### src/rtl/pcs_sync_if.sv
//------------------------------------------------------------------------------
// pcs_sync_if : SerDes-side input and aligned code-group output bundle.
// Rev 1.0
//------------------------------------------------------------------------------
`timescale 1ns/1ps
`default_nettype none

interface pcs_sync_if;
  logic [9:0] rx_raw;
  logic       signal_detect;
  logic [9:0] data_10b;
  logic       EVEN;
  logic       sync_status;
  logic [3:0] align_off;

  // master feeds raw words and consumes aligned groups; slave is the aligner
  modport master (
    output rx_raw, signal_detect,
    input  data_10b, EVEN, sync_status, align_off
  );

  modport slave (
    input  rx_raw, signal_detect,
    output data_10b, EVEN, sync_status, align_off
  );
endinterface

`default_nettype wire

### src/rtl/pcs_sync.sv
//------------------------------------------------------------------------------
// pcs_sync : 1000BASE-X comma alignment and code-group synchronization FSM.
// Rev 1.0
//------------------------------------------------------------------------------
`timescale 1ns/1ps
`default_nettype none

module pcs_sync (
  input  wire logic  clk,
  input  wire logic  reset,
  pcs_sync_if.slave  bus
);

  typedef enum logic [3:0] {
    LOSS_OF_SYNC     = 4'd0,
    COMMA_DETECT_1   = 4'd1,
    ACQUIRE_SYNC_1   = 4'd2,
    COMMA_DETECT_2   = 4'd3,
    ACQUIRE_SYNC_2   = 4'd4,
    COMMA_DETECT_3   = 4'd5,
    SYNC_ACQUIRED_1  = 4'd6,
    SYNC_ACQUIRED_2  = 4'd7,
    SYNC_ACQUIRED_2A = 4'd8,
    SYNC_ACQUIRED_3  = 4'd9,
    SYNC_ACQUIRED_3A = 4'd10,
    SYNC_ACQUIRED_4  = 4'd11,
    SYNC_ACQUIRED_4A = 4'd12
  } state_t;

  localparam logic [6:0] c_COMMA_P = 7'b0011111;
  localparam logic [6:0] c_COMMA_N = 7'b1100000;

  state_t      r_state;
  state_t      w_next;
  logic [1:0]  r_good_cgs;
  logic [1:0]  w_good_cgs_next;

  logic [9:0]  r_prev_raw;
  logic        r_sig;
  logic [9:0]  r_data;
  logic        r_even;
  logic        r_sync;
  logic [3:0]  r_align;

  logic [19:0] w_win;
  logic [9:0]  w_cand [10];
  logic [9:0]  w_is_comma;
  logic        w_found;
  logic [3:0]  w_first;
  logic        w_search;
  logic [3:0]  w_off;
  logic [9:0]  w_group;
  logic        w_comma;
  logic [3:0]  w_tot;
  logic [3:0]  w_hi;
  logic [3:0]  w_lo;
  logic        w_invalid;
  logic        w_e_tog;
  logic        w_cgbad;
  logic        w_even_next;
  logic        w_sync_next;

  function automatic logic [3:0] f_ones(input logic [9:0] v);
    logic [3:0] n;
    n = 4'd0;
    for (int i = 0; i < 10; i++) begin
      n = n + {3'b000, v[i]};
    end
    return n;
  endfunction

  // Window spans the previous and current raw word so any bit phase is reachable
  assign w_win = {r_prev_raw, bus.rx_raw};

  generate
    for (genvar k = 0; k < 10; k++) begin : g_cand
      assign w_cand[k]     = w_win[19-k -: 10];
      assign w_is_comma[k] = (w_cand[k][9:3] == c_COMMA_P) ||
                             (w_cand[k][9:3] == c_COMMA_N);
    end
  endgenerate

  always_comb begin
    w_found = 1'b0;
    w_first = 4'd0;
    for (int k = 9; k >= 0; k--) begin
      if (w_is_comma[k]) begin
        w_found = 1'b1;
        w_first = 4'(k);
      end
    end
  end

  // Realignment only happens while hunting; once a comma is seen the phase is frozen
  assign w_search = (r_state == LOSS_OF_SYNC) && r_sig && w_found;
  assign w_off    = w_search ? w_first : r_align;

  always_comb begin
    w_group = 10'd0;
    w_comma = 1'b0;
    for (int k = 0; k < 10; k++) begin
      if (w_off == 4'(k)) begin
        w_group = w_cand[k];
        w_comma = w_is_comma[k];
      end
    end
  end

  assign w_tot     = f_ones(w_group);
  assign w_hi      = f_ones({4'b0000, w_group[9:4]});
  assign w_lo      = f_ones({6'b000000, w_group[3:0]});
  assign w_invalid = (w_tot < 4'd4) || (w_tot > 4'd6) ||
                     (w_hi  < 4'd2) || (w_hi  > 4'd4) ||
                     (w_lo  < 4'd1) || (w_lo  > 4'd3);

  assign w_e_tog = ~r_even;
  assign w_cgbad = w_invalid || (w_comma && !w_e_tog);

  always_ff @(posedge clk or negedge reset) begin
    if (!reset) begin
      r_state    <= LOSS_OF_SYNC;
      r_good_cgs <= 2'd0;
    end else begin
      r_state    <= w_next;
      r_good_cgs <= w_good_cgs_next;
    end
  end

  always_comb begin
    w_next          = r_state;
    w_good_cgs_next = r_good_cgs;
    case (r_state)
      LOSS_OF_SYNC: begin
        if (w_comma) w_next = COMMA_DETECT_1;
      end
      COMMA_DETECT_1: w_next = (!w_invalid && !w_comma) ? ACQUIRE_SYNC_1  : LOSS_OF_SYNC;
      COMMA_DETECT_2: w_next = (!w_invalid && !w_comma) ? ACQUIRE_SYNC_2  : LOSS_OF_SYNC;
      COMMA_DETECT_3: w_next = (!w_invalid && !w_comma) ? SYNC_ACQUIRED_1 : LOSS_OF_SYNC;
      ACQUIRE_SYNC_1: begin
        // a surviving comma here is necessarily at an even position
        if (w_cgbad)      w_next = LOSS_OF_SYNC;
        else if (w_comma) w_next = COMMA_DETECT_2;
      end
      ACQUIRE_SYNC_2: begin
        if (w_cgbad)      w_next = LOSS_OF_SYNC;
        else if (w_comma) w_next = COMMA_DETECT_3;
      end
      SYNC_ACQUIRED_1: begin
        if (w_cgbad) w_next = SYNC_ACQUIRED_2;
      end
      SYNC_ACQUIRED_2: begin
        if (w_cgbad) begin
          w_next = SYNC_ACQUIRED_3;
        end else begin
          w_next          = SYNC_ACQUIRED_2A;
          w_good_cgs_next = 2'd1;
        end
      end
      SYNC_ACQUIRED_3: begin
        if (w_cgbad) begin
          w_next = SYNC_ACQUIRED_4;
        end else begin
          w_next          = SYNC_ACQUIRED_3A;
          w_good_cgs_next = 2'd1;
        end
      end
      SYNC_ACQUIRED_4: begin
        if (w_cgbad) begin
          w_next = LOSS_OF_SYNC;
        end else begin
          w_next          = SYNC_ACQUIRED_4A;
          w_good_cgs_next = 2'd1;
        end
      end
      SYNC_ACQUIRED_2A: begin
        if (w_cgbad) begin
          w_next          = SYNC_ACQUIRED_3;
          w_good_cgs_next = 2'd0;
        end else if (r_good_cgs == 2'd3) begin
          w_next          = SYNC_ACQUIRED_1;
          w_good_cgs_next = 2'd0;
        end else begin
          w_good_cgs_next = r_good_cgs + 2'd1;
        end
      end
      SYNC_ACQUIRED_3A: begin
        if (w_cgbad) begin
          w_next          = SYNC_ACQUIRED_4;
          w_good_cgs_next = 2'd0;
        end else if (r_good_cgs == 2'd3) begin
          w_next          = SYNC_ACQUIRED_2;
          w_good_cgs_next = 2'd0;
        end else begin
          w_good_cgs_next = r_good_cgs + 2'd1;
        end
      end
      SYNC_ACQUIRED_4A: begin
        if (w_cgbad) begin
          w_next          = LOSS_OF_SYNC;
          w_good_cgs_next = 2'd0;
        end else if (r_good_cgs == 2'd3) begin
          w_next          = SYNC_ACQUIRED_3;
          w_good_cgs_next = 2'd0;
        end else begin
          w_good_cgs_next = r_good_cgs + 2'd1;
        end
      end
      default: begin
        w_next          = LOSS_OF_SYNC;
        w_good_cgs_next = 2'd0;
      end
    endcase

    // losing the PMD signal overrides every other transition
    if (!r_sig) begin
      w_next          = LOSS_OF_SYNC;
      w_good_cgs_next = 2'd0;
    end
  end

  assign w_even_next = (w_next == COMMA_DETECT_1) || (w_next == COMMA_DETECT_2) ||
                       (w_next == COMMA_DETECT_3) || w_e_tog;
  assign w_sync_next = w_next inside {SYNC_ACQUIRED_1, SYNC_ACQUIRED_2, SYNC_ACQUIRED_2A,
                                      SYNC_ACQUIRED_3, SYNC_ACQUIRED_3A, SYNC_ACQUIRED_4,
                                      SYNC_ACQUIRED_4A};

  // signal_detect is delayed with the raw word so it qualifies the same group
  always_ff @(posedge clk or negedge reset) begin
    if (!reset) begin
      r_prev_raw <= 10'd0;
      r_sig      <= 1'b0;
      r_data     <= 10'd0;
      r_even     <= 1'b0;
      r_sync     <= 1'b0;
      r_align    <= 4'd0;
    end else begin
      r_prev_raw <= bus.rx_raw;
      r_sig      <= bus.signal_detect;
      r_data     <= w_group;
      r_even     <= w_even_next;
      r_sync     <= w_sync_next;
      r_align    <= w_off;
    end
  end

  assign bus.data_10b    = r_data;
  assign bus.EVEN        = r_even;
  assign bus.sync_status = r_sync;
  assign bus.align_off   = r_align;

endmodule

`default_nettype wire
### src/flat_wrapper.sv
// flat-port wrapper written by rule: the top's interface ports become plain ports
module pcs_sync_flat 
  (clk, reset, bus_rx_raw, bus_signal_detect, bus_data_10b, bus_EVEN, bus_sync_status, bus_align_off);
  pcs_sync_if bus_i ();
  input  wire logic clk;
  input  wire logic reset;
  input wire logic [$bits(bus_i.rx_raw)-1:0] bus_rx_raw;
  input wire logic [$bits(bus_i.signal_detect)-1:0] bus_signal_detect;
  output wire logic [$bits(bus_i.data_10b)-1:0] bus_data_10b;
  output wire logic [$bits(bus_i.EVEN)-1:0] bus_EVEN;
  output wire logic [$bits(bus_i.sync_status)-1:0] bus_sync_status;
  output wire logic [$bits(bus_i.align_off)-1:0] bus_align_off;
  assign bus_i.rx_raw = bus_rx_raw;
  assign bus_i.signal_detect = bus_signal_detect;
  assign bus_data_10b = bus_i.data_10b;
  assign bus_EVEN = bus_i.EVEN;
  assign bus_sync_status = bus_i.sync_status;
  assign bus_align_off = bus_i.align_off;
  pcs_sync u_core (.clk(clk), .reset(reset), .bus(bus_i));
endmodule
### config.mk
export PLATFORM = sky130hd
export DESIGN_NAME = pcs_sync_flat
export DESIGN_NICKNAME = d
export VERILOG_FILES = /design/src/rtl/pcs_sync_if.sv /design/src/rtl/pcs_sync.sv /design/src/flat_wrapper.sv
export SDC_FILE = /design/constraint.sdc
export NUM_CORES = 1
export LEC_CHECK = 0
export ABC_AREA = 1
export CAP_MARGIN = 20
export CORE_MARGIN = 10
export CORE_UTILIZATION = 51
export CTS_BUF_LIST = sky130_fd_sc_hd__clkbuf_2
export DETAILED_ROUTE_END_ITERATION = 7
export PLACE_DENSITY = 0.72
export SYNTH_ARGS = -nofsm -noshare
export SYNTH_HDL_FRONTEND = slang
export SYNTH_SLANG_ARGS = --single-unit
### constraint.sdc
create_clock -name clk -period 16.65 [get_ports clk]
set_input_delay 1.665 -clock clk [delete_from_list [all_inputs] [get_ports clk]]
set_output_delay 1.665 -clock clk [all_outputs]
set_load 0.1 [all_outputs]
; ---- After elaboration in Yosys (flattened, before gate mapping)
; Cells that the tools add are included.
[word_totals]
regBits = 33
input_bits = 13
output_inout_bits = 16
[classes]
n_addsub = 15
n_lt_le_gt_ge = 6
n_eq_ne = 54
n_mux = 66
bitwise_logic = 1
n_reduce_logical = 32
[op_table]
columns = op, count
row1 = 2-to-1 mux 10 bit, 10
row2 = 2-to-1 mux 4 bit, 25
row3 = "== test 7 x 5 -> 1 bit, second input constant", 10
row4 = "== test 7 bit, second input constant", 10
row5 = one-hot mux 4 bit (13 select lines), 1
row6 = adder 4 x 1 -> 4 bit, 12
row7 = "== test 4 bit, second input constant", 12
row8 = "== test 4 x 3 -> 1 bit, second input constant", 11
row9 = 2-to-1 mux 1 bit, 22
row10 = "== test 4 x 2 -> 1 bit, second input constant", 5
row11 = logical OR 1 bit, 19
row12 = "== test 4 x 1 -> 1 bit, second input constant", 3
row13 = 2-to-1 mux 2 bit, 5
row14 = "> comparator 4 x 3 -> 1 bit, second input constant", 2
row15 = logical NOT 4 bit, 2
row16 = nonzero test 7 bit, 1
row17 = OR reduction 7 bit, 1
row18 = 2-to-1 mux 3 bit, 2
row19 = one-hot mux 2 bit (3 select lines), 1
row20 = OR reduction 3 bit, 2
row21 = adder 1 x 1 -> 2 bit, 2
row22 = "> comparator 4 x 2 -> 1 bit, second input constant", 1
row23 = logical AND 1 bit, 4
row24 = "less-than comparator 4 x 1 -> 1 bit, second input constant", 1
row25 = 9 further kinds, 10

; ---- Logic depth before layout (Yosys ltp)
; Gate-level depths: netlist of the first run.
[logic_depth]
ltp_word = 49
depth_mapped = 45
ltp_nobuf = 44

; ---- Least setup slack after synthesis of the first run
; Ideal clock, no wire load.
[synth_timing]
path_kind = input to register
startpoint = input port bus_rx_raw[8]
endpoint = register u_core.r_even (netlist: u_core.bus.EVEN)
arrival_time_ps = 7572
required_time_ps = 16494
slack_ps = 8922
path_stages = 39
cell_sequence = buf_4 nand2_1 inv_1 nand2_1 nor2_1 nor2_1 nand2_1 nor2_2 nand3_1 nand2_2 nand2_1 nand2_4 inv_4 nand3_1 o22ai_1 a21oi_1 o21ai_0 a2111oi_0 (+3 left out) ha_1 fa_1 inv_1 fa_1 fa_1 inv_1 fa_1 inv_1 fa_1 o221ai_1 nor3_1 nand4_4 nand2_4 nand3_1 nand4_1 nand3_1 nand2_1 nand2_1
[synth_between]
elab_chain_cells = 49
[synth_lines]
columns = element, line
row1 = "start, declared", flat_wrapper.sv:7  ; input wire logic [$bits(bus_i.rx_raw)-1:0] bus_rx_raw;
row2 = == test 7 x 5 -> 1 bit / == test 7 bit (equally long branches), "pcs_sync.sv:78, pcs_sync.sv:79"
row3 = logical OR 1 bit, pcs_sync.sv:78  ; assign w_is_comma[k] = (w_cand[k][9:3] == c_COMMA_P) ||
row4 = 2-to-1 mux 1 bit (10 in series), pcs_sync.sv:87  ; if (w_is_comma[k]) begin
row5 = logical AND 1 bit, pcs_sync.sv:95  ; assign w_search = (r_state == LOSS_OF_SYNC) && r_sig && w_found;
row6 = 2-to-1 mux 4 bit (*), pcs_sync.sv:96  ; assign w_off = w_search ? w_first : r_align;
row7 = via u_core.w_off[1], pcs_sync.sv:51  ; logic [3:0] w_off;
row8 = logical NOT 4 bit, pcs_sync.sv:102  ; if (w_off == 4'(k)) begin
row9 = 2-to-1 mux 10 bit (9 in series), pcs_sync.sv:102
row10 = (+1 left out), -
row11 = via u_core.w_group[1], pcs_sync.sv:52  ; logic [9:0] w_group;
row12 = (+17 left out), -
row13 = "2-to-1 mux 3 bit, or another cell as far along", pcs_sync.sv:138  ; COMMA_DETECT_3: w_next = (!w_invalid && !w_comma) ? SYNC_ACQUIRED_1 : LOSS_OF_SYNC;
row14 = one-hot mux 4 bit (13 select lines) (*), pcs_sync.sv:132  ; case (r_state)
row15 = 2-to-1 mux 4 bit (*), pcs_sync.sv:215  ; if (!r_sig) begin
row16 = == test 4 x 1 -> 1 bit / == test 4 x 2 -> 1 bit (equally long branches), pcs_sync.sv:221  ; assign w_even_next = (w_next == COMMA_DETECT_1) || (w_next == COMMA_DETECT_2) ||
row17 = logical OR 1 bit, pcs_sync.sv:221
row18 = logical OR 1 bit (*), pcs_sync.sv:221
row19 = logical OR 1 bit (*), pcs_sync.sv:222  ; (w_next == COMMA_DETECT_3) || w_e_tog;
row20 = via u_core.w_even_next, pcs_sync.sv:60  ; logic w_even_next;
row21 = "end signal, assigned", pcs_sync.sv:240  ; r_even <= w_even_next;
row22 = "end, declared", pcs_sync.sv:41  ; logic r_even;
; Mark *: on every way through the listed nets, which the timed path passes. The rest lies on a longest branch.
; A chain may end at the register's enable or synchronous reset.

; ---- Final worst setup path of the first run
[layout_timing]
startpoint = input port bus_rx_raw[9]
endpoint = register u_core.r_even (netlist: u_core.bus.EVEN)
; Same word-level chain as after synthesis.

==> impl_metrics.toml, run 1 <==
[clock_network]
postCtsResizedCells = 0
tritoncts_clock_tree = "built"
clk_pin_slew_worst_paths_ps = 190
cts_setup_buffers = 0
cts_buffer_depth = 2
cts_buffers = 5
clock_tree.root_cell = "sky130_fd_sc_hd__clkbuf_2"
cts-htree-levels = 2
worstSkewPairLatency_ps = 400
cts_hold_buffers = 0
tritoncts_sink_count = 33

[cells_and_area]
flow.area_growth_from_synthesis_pct = 11.1
num-fill-cells = 601
drive_above_1_share = 0.124
antennaDiodeCount = 0
finish.net_count = 512

[critical_path]
cp_data_arrival_time_ps = 9240
cpMaxStageDelayCell = "sky130_fd_sc_hd__clkdlybuf4s50_1"
crit_path_frequent_cell = "sky130_fd_sc_hd__nand2_1"
crit_type = "in2reg"
cpLargestDelayFamily = "simple AND/OR/NAND/NOR gates"
timing.critical_path.buf_inv = 5
cp_data_required_time_ps = 16960
crit_path_max_incr_delay_ps = 780
maximum_net_fanout_on_the_critical_path = 13
critical_path.endpoint_type = "register"
timing.critical_path.from_type = "primary input"

[pwr]
power_frac_clock = 0.062
combPwrFrac = 0.782
internal_power_w = 0.000276
leak_nw = 1.67
vdd_drop_max_uv = 201
p_total_w = 0.000678
p_sw_frac = 0.593
cellPowerDensity_mw_per_mm2 = 194
pwr-share-seq = 0.157
net-switching-power_w = 0.000402

[global_route]
grt_start_max_net_pins = 34
antenna_found_initial = 0
grt_remaining_overflow = 0
grt_pass1_wl_um = 14800
grt_use_total = 0.179
grt_pass1_vias = 3083

[timing]
rsz0062_at_grt = "no"
report.final.setup_viol = 0
setup_tns_ps = 0
worst_pin_slew_ps = 986
min_period_ps = 8930
timing.final.ws_setup_ps = 7720
max_slew_margin = 0.341
finalClockSkew_ps = 13.4
final-hold-violation-count = 0
fmax_ghz = 0.112
count_of_final_max_slew_check_failures = 0
timing.final.crit_share = 0.536

[routing]
drt-vias-per-instance = 5.79
first_pass_iteration_count_of_the_detailed_router = 5
finalWirelength_um = 8780
drc = 0
drt_iter0_markers = 361
wl_per_cell_um = 15.7
routed-via-count = 3234
drt.antenna.violating_nets = 0

[synthesis]
ffs_latches_synth = 33
yosysWarnings = 0
mappedNetlistArea_mm2 = 0.00314
top_cells_by_area_in_the_synthesized_netlist = "sky130_fd_sc_hd__dfrtp_1, sky130_fd_sc_hd__nand2_1, sky130_fd_sc_hd__nor2_1"
netlist_top_cells_count = "sky130_fd_sc_hd__nand2_1, sky130_fd_sc_hd__nor2_1, sky130_fd_sc_hd__inv_1"
synth.net_count = 485
synth_flop_cell = "sky130_fd_sc_hd__dfrtp_1"
synth_top_area_cell = "sky130_fd_sc_hd__dfrtp_1"
yosysMostFrequentCell = "sky130_fd_sc_hd__nand2_1"
synthesis.instances = 456
synth_top_area_frac = 0.263
synth.lib_cells_used.distinct = 40
synth_enable_flop_cells = 0
async_reset_ff_frac = 1.00
yosysSeqAreaShare = 0.263
avg_synthesized_cell_area_um2 = 6.89

[floorplan]
core-area_mm2 = 0.00596
die_area_mm2 = 0.00970
floorplan.initialDensity = 0.528
num_rows = 28
die_y_um = 98.5
num_io_pins = 29
die_w_um = 98.5

[placement]
gp_congestion = 0.983
port_buffers = 28
detailedPlacementHpwl_um = 6750
place_ws_ps = 7470

[worst_hold_path]
path_type_of_the_worst_min_delay_path = "reg2reg"

[status]
run_status = "complete, no violations"

[run]
max-cap-violations = 0
[stage by stage]
| stage | utilization | cells | hold WS (ps) | area, µm² |
|---|---|---|---|---|
| final | 0.586 | 559 | 507 | 3490 |
| after global routing | 0.586 | 559 | 552 | 3490 |
| after CTS | 0.586 | 559 | 515 | 3490 |
| after detailed placement | 0.579 | 551 | 491 | 3450 |
| after global placement | 0.579 | 551 | 487 | 3450 |
| after floorplan | - | 456 | 484 | 3140 |
[power groups by stage]
stage | clock network, W | registers, W | logic (W)
final | 0.0000418 | 0.000106 | 0.000530
after global routing | 0.0000450 | 0.000108 | 0.000587
after CTS | 0.0000426 | 0.000106 | 0.000529
after detailed placement | 0 | 0.000108 | 0.000525
after global placement | 0 | 0.000108 | 0.000507
after floorplan | 0 | 0.000214 | 0.000301
[state kept, by name (all words and copies together), names as in the netlist]
register / flops
u_core.r_state: 4
u_core.bus.sync_status: 1
u_core.bus.align_off: 4
u_core.r_good_cgs: 2
u_core.r_prev_raw: 10
u_core.bus.EVEN: 1
u_core.bus.data_10b: 10
u_core.r_sig: 1
[cell usage in the layout, fill, tap and decap left out, types with 5 or more instances in the layout]
cell	count
sky130_fd_sc_hd__a21oi_1	22
sky130_fd_sc_hd__nand2_1	90
sky130_fd_sc_hd__o22ai_1	12
sky130_fd_sc_hd__nor2_2	6
sky130_fd_sc_hd__inv_1	63
sky130_fd_sc_hd__nand2_2	11
sky130_fd_sc_hd__nand4_1	8
sky130_fd_sc_hd__dfrtp_1	33
sky130_fd_sc_hd__clkdlybuf4s50_1	28
sky130_fd_sc_hd__inv_2	9
sky130_fd_sc_hd__fa_1	9
sky130_fd_sc_hd__nand3_1	34
sky130_fd_sc_hd__clkbuf_2	5
sky130_fd_sc_hd__o2111ai_1	9
sky130_fd_sc_hd__nand2_4	6
sky130_fd_sc_hd__o21ai_0	14
sky130_fd_sc_hd__nor2_1	69
sky130_fd_sc_hd__nor2_4	6
sky130_fd_sc_hd__ha_1	7
[worst paths after layout]
| path | startpoint | end | slack, ps | depth (start not counted) |
|---|---|---|---|---|
| setup / recovery | bus_rx_raw[9] | u_core.bus.EVEN | 7720 | 38 |
| max in group asynchronous | reset | u_core.r_state[0] | 14700 | 2 |
| hold reg to reg | u_core.bus.EVEN | u_core.bus.EVEN | 510 | 1 |
| setup reg to reg | u_core.r_prev_raw[0] | u_core.bus.EVEN | 9040 | 37 |
| hold / removal | u_core.bus.EVEN | u_core.bus.EVEN | 510 | 1 |
| min in group asynchronous | reset | u_core.bus.align_off[1] | 1640 | 2 |
[cells by family (layout without fill, tap and decap cells)]
group	after synthesis	count (layout)	synth area share
compound gates	76	76	0.153
fa+ha+maj	16	16	0.0852
buf+inv	87	115	0.121
flops	33	33	0.263
simple gates	244	244	0.379
[area by class of cell]
| class | count | area, µm² | share of cell area |
|---|---|---|---|
| Clock inverter | 3 | 17.5 | 0.00502 |
| Sequential cell | 33 | 826 | 0.237 |
| Timing Repair Buffer | 29 | 288 | 0.0824 |
| Inverter | 78 | 303 | 0.0867 |
| Clock buffer | 5 | 25.0 | 0.00717 |
| Multi-Input combinational cell | 336 | 1940 | 0.555 |
| Tap cell | 75 | 93.8 | 0.0269 |
[metal layers]
metal  up-vias  part of all wire  GRT usage
met5         -                 0          0
met4         0             0.023     0.0761
met3        25             0.084     0.0314
met2       173              0.47      0.279
met1      1487              0.43      0.237
li1       1549                 -          -
No activity file was read; power rests on OpenSTA's default activity.
==> run 2: changes to the inputs <==
Clock period 16.65 ns to 9 ns, I/O delays scaled along.
==> run 2 against run 1 <==
Against the previous run: largest power group unchanged; wire length shrank 1.7%; hold slack gained 19 ps; largest cell class unchanged; highest routed layer unchanged; critical path depth grew 3; critical endpoint unchanged; critical path type unchanged.
==> impl_metrics.toml, run 2 (same netlist as run 1, synthesis figures left out) <==
[status]
run_status = "complete, no violations"

[cells_and_area]
mostFrequentLayoutCell = "sky130_fd_sc_hd__nand2_1"
antennaDiodeCount = 0
seqCellArea_um2 = 826
most-common-layout-cells = "sky130_fd_sc_hd__nand2_1, sky130_fd_sc_hd__nor2_1, sky130_fd_sc_hd__inv_1"
final_cells = 559
finish.net_count = 512
multiInputGateArea_mm2 = 0.00194
postLayoutCoreUtil = 0.586
flow.area_growth_from_synthesis_pct = 11.1
num-fill-cells = 604
drive_above_1_share = 0.124

[timing]
report.final.setup_viol = 0
setup_tns_ps = 0
worst_pin_slew_ps = 982
rsz0062_at_grt = "no"
fmax_ghz = 0.124
final-hold-violation-count = 0
max_slew_margin = 0.343
fin_worst_hold_slack_ps = 526
timing.final.ws_setup_ps = 904
count_of_final_max_slew_check_failures = 0
min_period_ps = 8100
timing.final.crit_share = 0.900
finalClockSkew_ps = 43.2

[routing]
wl_per_cell_um = 15.4
drt.antenna.violating_nets = 0
drt-vias-per-instance = 5.63
finalWirelength_um = 8630
routed-via-count = 3146
drc = 0
first_pass_iteration_count_of_the_detailed_router = 6
drt_iter0_markers = 401

[critical_path]
cp_data_arrival_time_ps = 8470
cpMaxStageDelayCell = "sky130_fd_sc_hd__clkdlybuf4s50_1"
crit_path_max_incr_delay_ps = 790
maximum_net_fanout_on_the_critical_path = 13
crit_path_frequent_cell = "sky130_fd_sc_hd__nand2_1"
timing.critical_path.from_type = "primary input"
critical_path.endpoint_type = "register"
timing.rr.start = "u_core.r_prev_raw[0]"
worst_r2r_endpoint = "u_core.bus.EVEN"
crit_type = "in2reg"
cp_data_required_time_ps = 9380
worstRegToRegCells = 40
regToRegSetupSlack_ps = 1420

[global_route]
grt_use_total = 0.175
antenna_found_initial = 0
grt_pass1_vias = 2987
gr-usage-met1 = 0.230
grt_pass1_wl_um = 14500
grt_start_max_net_pins = 34
globalRouteMet2Util = 0.283
grt_remaining_overflow = 0
top_usage_layer = "met2"
met3_usage_grt = 0.0363

[worst_hold_path]
hold_path_depth = 1
hold_start = "u_core.bus.EVEN"
hold_end = "u_core.bus.EVEN"
path_type_of_the_worst_min_delay_path = "reg2reg"

[floorplan]
die_w_um = 98.5
die_area_mm2 = 0.00970
floorplan.initialDensity = 0.528
num_io_pins = 29
num_rows = 28
core-area_mm2 = 0.00596
die_y_um = 98.5

[placement]
placed_cells = 551
detailedPlacementHpwl_um = 6620
port_buffers = 28
gp_congestion = 1.05
place_ws_ps = 552

[clock_network]
tritoncts_clock_tree = "built"
cts-htree-levels = 2
tritoncts_sink_count = 33
cts_setup_buffers = 0
clock_tree.root_cell = "sky130_fd_sc_hd__clkbuf_2"
cts_buffer_depth = 2
postCtsResizedCells = 0
cts_buffers = 5
clk_pin_slew_worst_paths_ps = 210
cts_hold_buffers = 0
worstSkewPairLatency_ps = 440

[run]
max-cap-violations = 0

[pwr]
leak_nw = 1.67
cellPowerDensity_mw_per_mm2 = 357
vdd_drop_max_uv = 497
==> run 2: cell counts in the layout (fill, tap and decap cells not counted) <==
Identical to the previous run, type by type.
==> run 2: where the power goes <==
group	total, W	switching, W	leakage [nW]	internal [W]
clock network	0.0000814	0.0000633	0.0287	0.0000181
logic	0.000967	0.000653	1.22	0.000314
registers	0.000197	0.0000193	0.413	0.000178
total	0.00125	0.000735	1.67	0.000510
==> run 2: final cells by class <==
| class | instances | area share |
|---|---|---|
| multi-input combinational | 336 | 0.555 |
| clock inverter | 3 | 0.00502 |
| sequential | 33 | 0.237 |
| timing repair buffer | 29 | 0.0824 |
| clock buffer | 5 | 0.00717 |
| tap | 75 | 0.0269 |
| inverter | 78 | 0.0867 |
==> run 2: through the flow <==
step	power, W	cell area, µm²
after floorplan	0.000953	3140
after global placement	0.00113	3450
after detailed placement	0.00117	3450
after CTS	0.00125	3490
after global routing	0.00137	3490
final	0.00125	3490
==> run 2: worst max path at each step <==
stage | startpoint | end | slack (ps) | cells past startpoint
3_5_place_dp | bus_rx_raw[9] | u_core.bus.EVEN | 550 | 41
6_report | bus_rx_raw[9] | u_core.bus.EVEN | 900 | 41
3_3_place_gp | bus_rx_raw[9] | u_core.bus.EVEN | 730 | 41
5_1_grt | bus_rx_raw[9] | u_core.bus.EVEN | 440 | 42
4_1_cts | bus_rx_raw[9] | u_core.bus.EVEN | 990 | 41
2_1_floorplan | bus_rx_raw[8] | u_core.bus.EVEN | 2040 | 39
==> run 2: worst max-delay path: cells and delay by family <==
family | cells | cell delay [ps]
and+or+nand+nor | 23 | 3140
buffers and inverters | 6 | 1110
AOI/OAI and AO/OA | 6 | 890
adders and majority gates | 6 | 2420
==> run 2: layer usage <==
layer  part of all wire  wire length, µm
met1               0.42             3660
met2               0.47             4050
met3              0.090              774
met4              0.017              147
met5                  0                0
